===== src/rtl/alu_sequencer.sv =====
// Operation sequencer for the calculator datapath: drives an external N-bit adder for
// ADD/SUB in one cycle and MUL by N iterations of shift-and-add, registering a 2N-bit result.
module alu_sequencer #(
    parameter int unsigned N = 8
) (
    input  logic           clk,
    input  logic           reset,
    input  logic           start,
    input  logic [1:0]     op,
    input  logic [N-1:0]   opa,
    input  logic [N-1:0]   opb,
    output logic           busy,
    output logic           done,
    output logic [2*N-1:0] result,
    output logic           overflow,
    output logic [N-1:0]   add_a,
    output logic [N-1:0]   add_b,
    output logic           add_cin,
    input  logic [N-1:0]   add_sum
);

    localparam int unsigned CntW = $clog2(N) + 1;

    localparam logic [1:0] OpAdd = 2'b00;
    localparam logic [1:0] OpSub = 2'b01;
    localparam logic [1:0] OpMul = 2'b10;

    typedef enum logic [1:0] {StIdle, StExec, StMul, StDone} state_e;

    state_e            state_q, state_d;
    logic [1:0]        op_q, op_d;
    logic [N-1:0]      m_q, m_d;
    logic [N-1:0]      p_hi_q, p_hi_d;
    logic [N-1:0]      p_lo_q, p_lo_d;
    logic [CntW-1:0]   cnt_q, cnt_d;
    logic [2*N-1:0]    result_q, result_d;
    logic              overflow_q, overflow_d;

    logic              cout;
    logic [N-1:0]      mul_hi, mul_lo;

    // Adder drive; p_lo_q doubles as the B operand register for ADD/SUB.
    always_comb begin
        add_a   = '0;
        add_b   = '0;
        add_cin = 1'b0;
        unique case (state_q)
            StExec: begin
                add_a   = m_q;
                add_b   = (op_q == OpSub) ? ~p_lo_q : p_lo_q;
                add_cin = (op_q == OpSub);
            end
            StMul: begin
                add_a = p_hi_q;
                add_b = p_lo_q[0] ? m_q : '0;
            end
            default: ;
        endcase
    end

    // The adder exposes no carry, so recover it from the operand and sum MSBs.
    assign cout = (add_a[N-1] & add_b[N-1]) | ((add_a[N-1] ^ add_b[N-1]) & ~add_sum[N-1]);

    assign mul_hi = {cout, add_sum[N-1:1]};
    assign mul_lo = {add_sum[0], p_lo_q[N-1:1]};

    always_comb begin
        state_d    = state_q;
        op_d       = op_q;
        m_d        = m_q;
        p_hi_d     = p_hi_q;
        p_lo_d     = p_lo_q;
        cnt_d      = cnt_q;
        result_d   = result_q;
        overflow_d = overflow_q;

        unique case (state_q)
            StIdle, StDone: begin
                if (start) begin
                    op_d   = op;
                    m_d    = opa;
                    p_lo_d = opb;
                    p_hi_d = '0;
                    cnt_d  = '0;
                    if (op == OpAdd || op == OpSub) begin
                        state_d = StExec;
                    end else if (op == OpMul) begin
                        state_d = StMul;
                    end else begin
                        state_d    = StDone;
                        result_d   = '0;
                        overflow_d = 1'b1;
                    end
                end else if (state_q == StDone) begin
                    state_d = StIdle;
                end
            end
            StExec: begin
                if (op_q == OpSub) begin
                    result_d   = {{N{~cout}}, add_sum};
                    overflow_d = ~cout;
                end else begin
                    result_d   = {{(N-1){1'b0}}, cout, add_sum};
                    overflow_d = cout;
                end
                state_d = StDone;
            end
            StMul: begin
                p_hi_d = mul_hi;
                p_lo_d = mul_lo;
                cnt_d  = cnt_q + CntW'(1);
                if (cnt_q == CntW'(N - 1)) begin
                    result_d   = {mul_hi, mul_lo};
                    overflow_d = |mul_hi;
                    state_d    = StDone;
                end
            end
            default: state_d = StIdle;
        endcase
    end

    always_ff @(posedge clk) begin
        if (reset) begin
            state_q    <= StIdle;
            op_q       <= '0;
            m_q        <= '0;
            p_hi_q     <= '0;
            p_lo_q     <= '0;
            cnt_q      <= '0;
            result_q   <= '0;
            overflow_q <= 1'b0;
        end else begin
            state_q    <= state_d;
            op_q       <= op_d;
            m_q        <= m_d;
            p_hi_q     <= p_hi_d;
            p_lo_q     <= p_lo_d;
            cnt_q      <= cnt_d;
            result_q   <= result_d;
            overflow_q <= overflow_d;
        end
    end

    assign busy     = (state_q == StExec) || (state_q == StMul);
    assign done     = (state_q == StDone);
    assign result   = result_q;
    assign overflow = overflow_q;

endmodule


===== config.mk =====
export PLATFORM = sky130hd
export DESIGN_NAME = alu_sequencer
export DESIGN_NICKNAME = d
export VERILOG_FILES = /design/src/rtl/alu_sequencer.sv
export SDC_FILE = /design/constraint.sdc
export NUM_CORES = 1
export LEC_CHECK = 0
export ABC_CLOCK_PERIOD_IN_PS = 3450
export CORE_UTILIZATION = 49
export CTS_CLUSTER_DIAMETER = 40
export CTS_CLUSTER_SIZE = 40
export DETAILED_ROUTE_END_ITERATION = 10
export HOLD_SLACK_MARGIN = 0.15
export PLACE_DENSITY_LB_ADDON = 0.2
export SYNTH_ARGS = -nofsm -noshare
export SYNTH_HDL_FRONTEND = slang
export SYNTH_SLANG_ARGS = --single-unit

===== constraint.sdc =====
create_clock -name clk -period 3.45 [get_ports clk]
set_input_delay 0.8625 -clock clk [delete_from_list [all_inputs] [get_ports clk]]
set_output_delay 0.8625 -clock clk [all_outputs]
set_load 0.01 [all_outputs]

==> flow_summary.yaml <==
outcome:
  outcome: "completed"
sta:
  slew_violations: 0
  period_minus_slack_ps: 3150
  max_slew.worst_pin.slew_ps: 692
  hold_viol_final: 0
  fin_crit_sh_pct: 91.2
  setup_violations: 0
  max_freq_mhz: 318
  finalSetupTns_ps: 0
  rsz0062_at_grt: "false"
  max-slew-margin-rel_pct: 53.9
  clock_skew_ps: 13.0
worst_setup_path:
  cp-end-kind: "output pin"
  reg2reg_depth: 12
  cp_num_buf_inv: 3
  worstPathArrival_ps: 2280
  slowest_delay_ps: 560
  path_cells: "inv_1, ha_1, buf_4, a22oi_1, nor2_1, clkdlybuf4s50_1"
  r2r_start: "state_q[0]$_SDFFE_PP0P_"
  slowest_stage: "clkdlybuf4s50_1"
  crit_type: "reg -> out"
  cp-start-kind: "flip-flop"
  cp_max_fo: 42
  critPathTopFamily: "buffers and inverters"
  r2r-end: "overflow$_SDFFE_PP0P_"
  rrSetupSlack_ps: 520
  crit_required_ps: 2590
drt:
  firstDrtPassIters: 5
  wl_per_cell_um: 15.4
  vias: 2366
  ant_nets: 0
  wl_um: 6580
  post-route-drc-count: 0
  wl_met3_um: 399
  vias_per_cell: 5.55
  wl_met2_um: 3100
  wl_met1_um: 2950
  dr.first_iter.drc_count: 158
  highest_layer: "met4"
synth:
  synthMuxAreaShare_pct: 2.75
  synthAdderAreaFrac_pct: 3.44
  synth_seq_cells: 49
  synth_area_um2: 2540
  ys_types: 41
  yosys_warnings: 0
  syn_avg_cell_area_um2: 8.37
  yosys.area_share.simple_pct: 20.0
  synth-seq-area-share_pct: 38.5
  synth_top_family_by_area: "compound AO/OA/AOI/OAI gates"
  synth_nets: 340
  synthXorXnorAreaFrac_pct: 2.41
  synth-compound-area-share_pct: 27.0
  syn_inst: 304
hold_path:
  hold_start: "result[15]$_SDFFE_PP0P_"
  holdCritPathClass: "reg -> reg"
  holdPathEnd: "result[15]$_SDFFE_PP0P_"
  min_path_cells: 2
placement:
  routabilityCongestion: 0.835
  dp_hpwl_um: 4550
  portBuffers: 64
floorplanning:
  core_area_um2: 4850
  row_count: 25
  dieArea_um2: 5490
  die_h_um: 74.1
  die_w_um: 74.1
  io_pins: 65
  start_util_pct: 52.5
power_and_ir_drop:
  cellPowerDensity_nw_per_um2: 800
  irDropWorstVdd_mv: 0.356
  leakage_nw: 1.27
  totalPowerFinal_mw: 2.63
cts:
  root_buffer: "clkbuf_8"
  cts.sinks: 49
  cts_tree: "built"
  cts_setup_buffers: 0
  postCtsHoldBufs: 0
  insertion_delay_ps: 310
  cts_resized: 0
  clkTransAtPathRegs_ps: 100
  clock_path_buffers: 2
  cts_made_buffers: 5
  ctsHtreeMaxLevel: 2
global_route:
  grt_pass1_vias: 2125
  grt_pass1_wl_um: 10400
  grt_max_degree: 43
  antenna_found_initial: 0
  grt_use_total_pct: 25.1
  grt.overflow.total: 0
finish:
  final_net_count: 394
  drive_above_1_share_pct: 9.75
  area_growth_syn_to_layout_pct: 28.9
  diodes: 0
flow_run:
  cap_viol_max_count: 0
## power breakdown
group          leakage (nW)  switching, mW  internal, mW
logic                 0.828          0.849         0.575
registers             0.400          0.142         0.717
clock network        0.0439          0.202         0.140
## through the flow
stage / setup slack [ps] / std cells / cell area, µm² / utilization [%] / hold slack [ps]
floorplan: 527 / 304 / 2540 / - / 432
global placement: 712 / 418 / 3190 / 65.9 / 438
detailed placement: 566 / 418 / 3190 / 65.9 / 455
CTS: 298 / 426 / 3280 / 67.7 / 469
global route: 137 / 426 / 3280 / 67.7 / 495
finish: 304 / 426 / 3280 / 67.7 / 467
## Yosys cell counts
cell       instances  share of area (%)
buf_2              9                1.8
a21oi_1           17                3.3
xor2_1             7                2.4
a22o_4             1               0.69
nor2_2             1               0.25
and2_1             3               0.74
dfxtp_1           49                 39
a2111oi_2          1               0.59
nor2b_4            1               0.54
o21ai_0            6                1.2
nand3b_4           1               0.79
nor2b_1            2               0.49
and2b_1            1               0.30
nor3_1             4               0.79
a22oi_1           32                9.4
a311oi_2           1               0.59
a211oi_1           7                2.1
inv_1              6               0.88
nor4_1             1               0.25
or2b_1             1               0.30
nor2_1            50                7.4
or2_2              1               0.25
nand3b_1           1               0.30
o21ai_2            1               0.34
nand2b_1           2               0.49
a22oi_2            9                4.4
nand2_1           44                6.5
a21bo_2            1               0.39
a22o_1             8                2.8
mux2i_1            7                2.8
and2_0             1               0.25
a21oi_4            1               0.64
inv_2              2               0.30
nand3_1            2               0.39
ha_1               7                3.4
clkbuf_1           9                1.3
buf_4              2               0.59
buf_1              1               0.15
buf_6              2               0.88
o21ai_1            1               0.20
o2bb2ai_1          1               0.34
## layout make-up
| class | instances | area (µm²) |
|---|---|---|
| Clock inverter | 3 | 17.5 |
| Sequential cell | 49 | 981 |
| Tap cell | 67 | 83.8 |
| Fill cell | 428 | 1570 |
| Timing Repair Buffer | 70 | 686 |
| Inverter | 8 | 30.0 |
| Clock buffer | 5 | 68.8 |
| Multi-Input combinational cell | 224 | 1410 |
## cell families (layout without fill, tap and decap cells)
kind of cell    after synthesis  count (layout)
compound gates               87              87
mux                           7               7
xor+xnor                      7               7
simple gates                116             116
fa+ha+maj                     7               7
flops                        49              49
buf+inv                      31              86
## tightest hold or removal path, cell delays in order (launching register included)
cell and delay, ps:
dfxtp_1 320, nand2_1 50, a21oi_1 50
## metal layers
layer | track usage, % | vias to the layer above
met5 | 0 | -
met4 | 9.19 | 0
met3 | 4.88 | 14
met2 | 40.7 | 87
met1 | 33.2 | 1101
li1 | - | 1164
## worst max-delay path by stage
stage,endpoint,start,cells past startpoint
floorplan,overflow$_SDFFE_PP0P_,state_q[0]$_SDFFE_PP0P_,12
global placement,add_b[0],state_q[0]$_SDFFE_PP0P_,8
detailed placement,overflow$_SDFFE_PP0P_,state_q[0]$_SDFFE_PP0P_,12
CTS,add_a[7],state_q[0]$_SDFFE_PP0P_,6
global route,add_a[7],state_q[0]$_SDFFE_PP0P_,6
finish,add_a[7],state_q[0]$_SDFFE_PP0P_,6
## placed cells by master, fill, tap and decap left out, types with 2 or more instances in the layout
cell type	instances
mux2i_1	7
nand3_1	2
clkinv_2	2
ha_1	7
buf_4	6
nand2_1	44
o21ai_0	6
clkbuf_8	5
and2_1	3
inv_1	6
inv_2	2
dfxtp_1	49
a22oi_2	9
a22o_1	8
a211oi_1	7
nand2b_1	2
a22oi_1	32
clkdlybuf4s50_1	64
nor2_1	50
nor3_1	4
xor2_1	7
nor2b_1	2
a21oi_1	17
## sequential cells by signal, summed over array words and instances (netlist names)
register,count
cnt_q,4
m_q,8
op_q,2
overflow,1
p_hi_q,8
p_lo_q,8
result,16
state_q,2
Note: power is estimated with default switching activity, not from simulation.
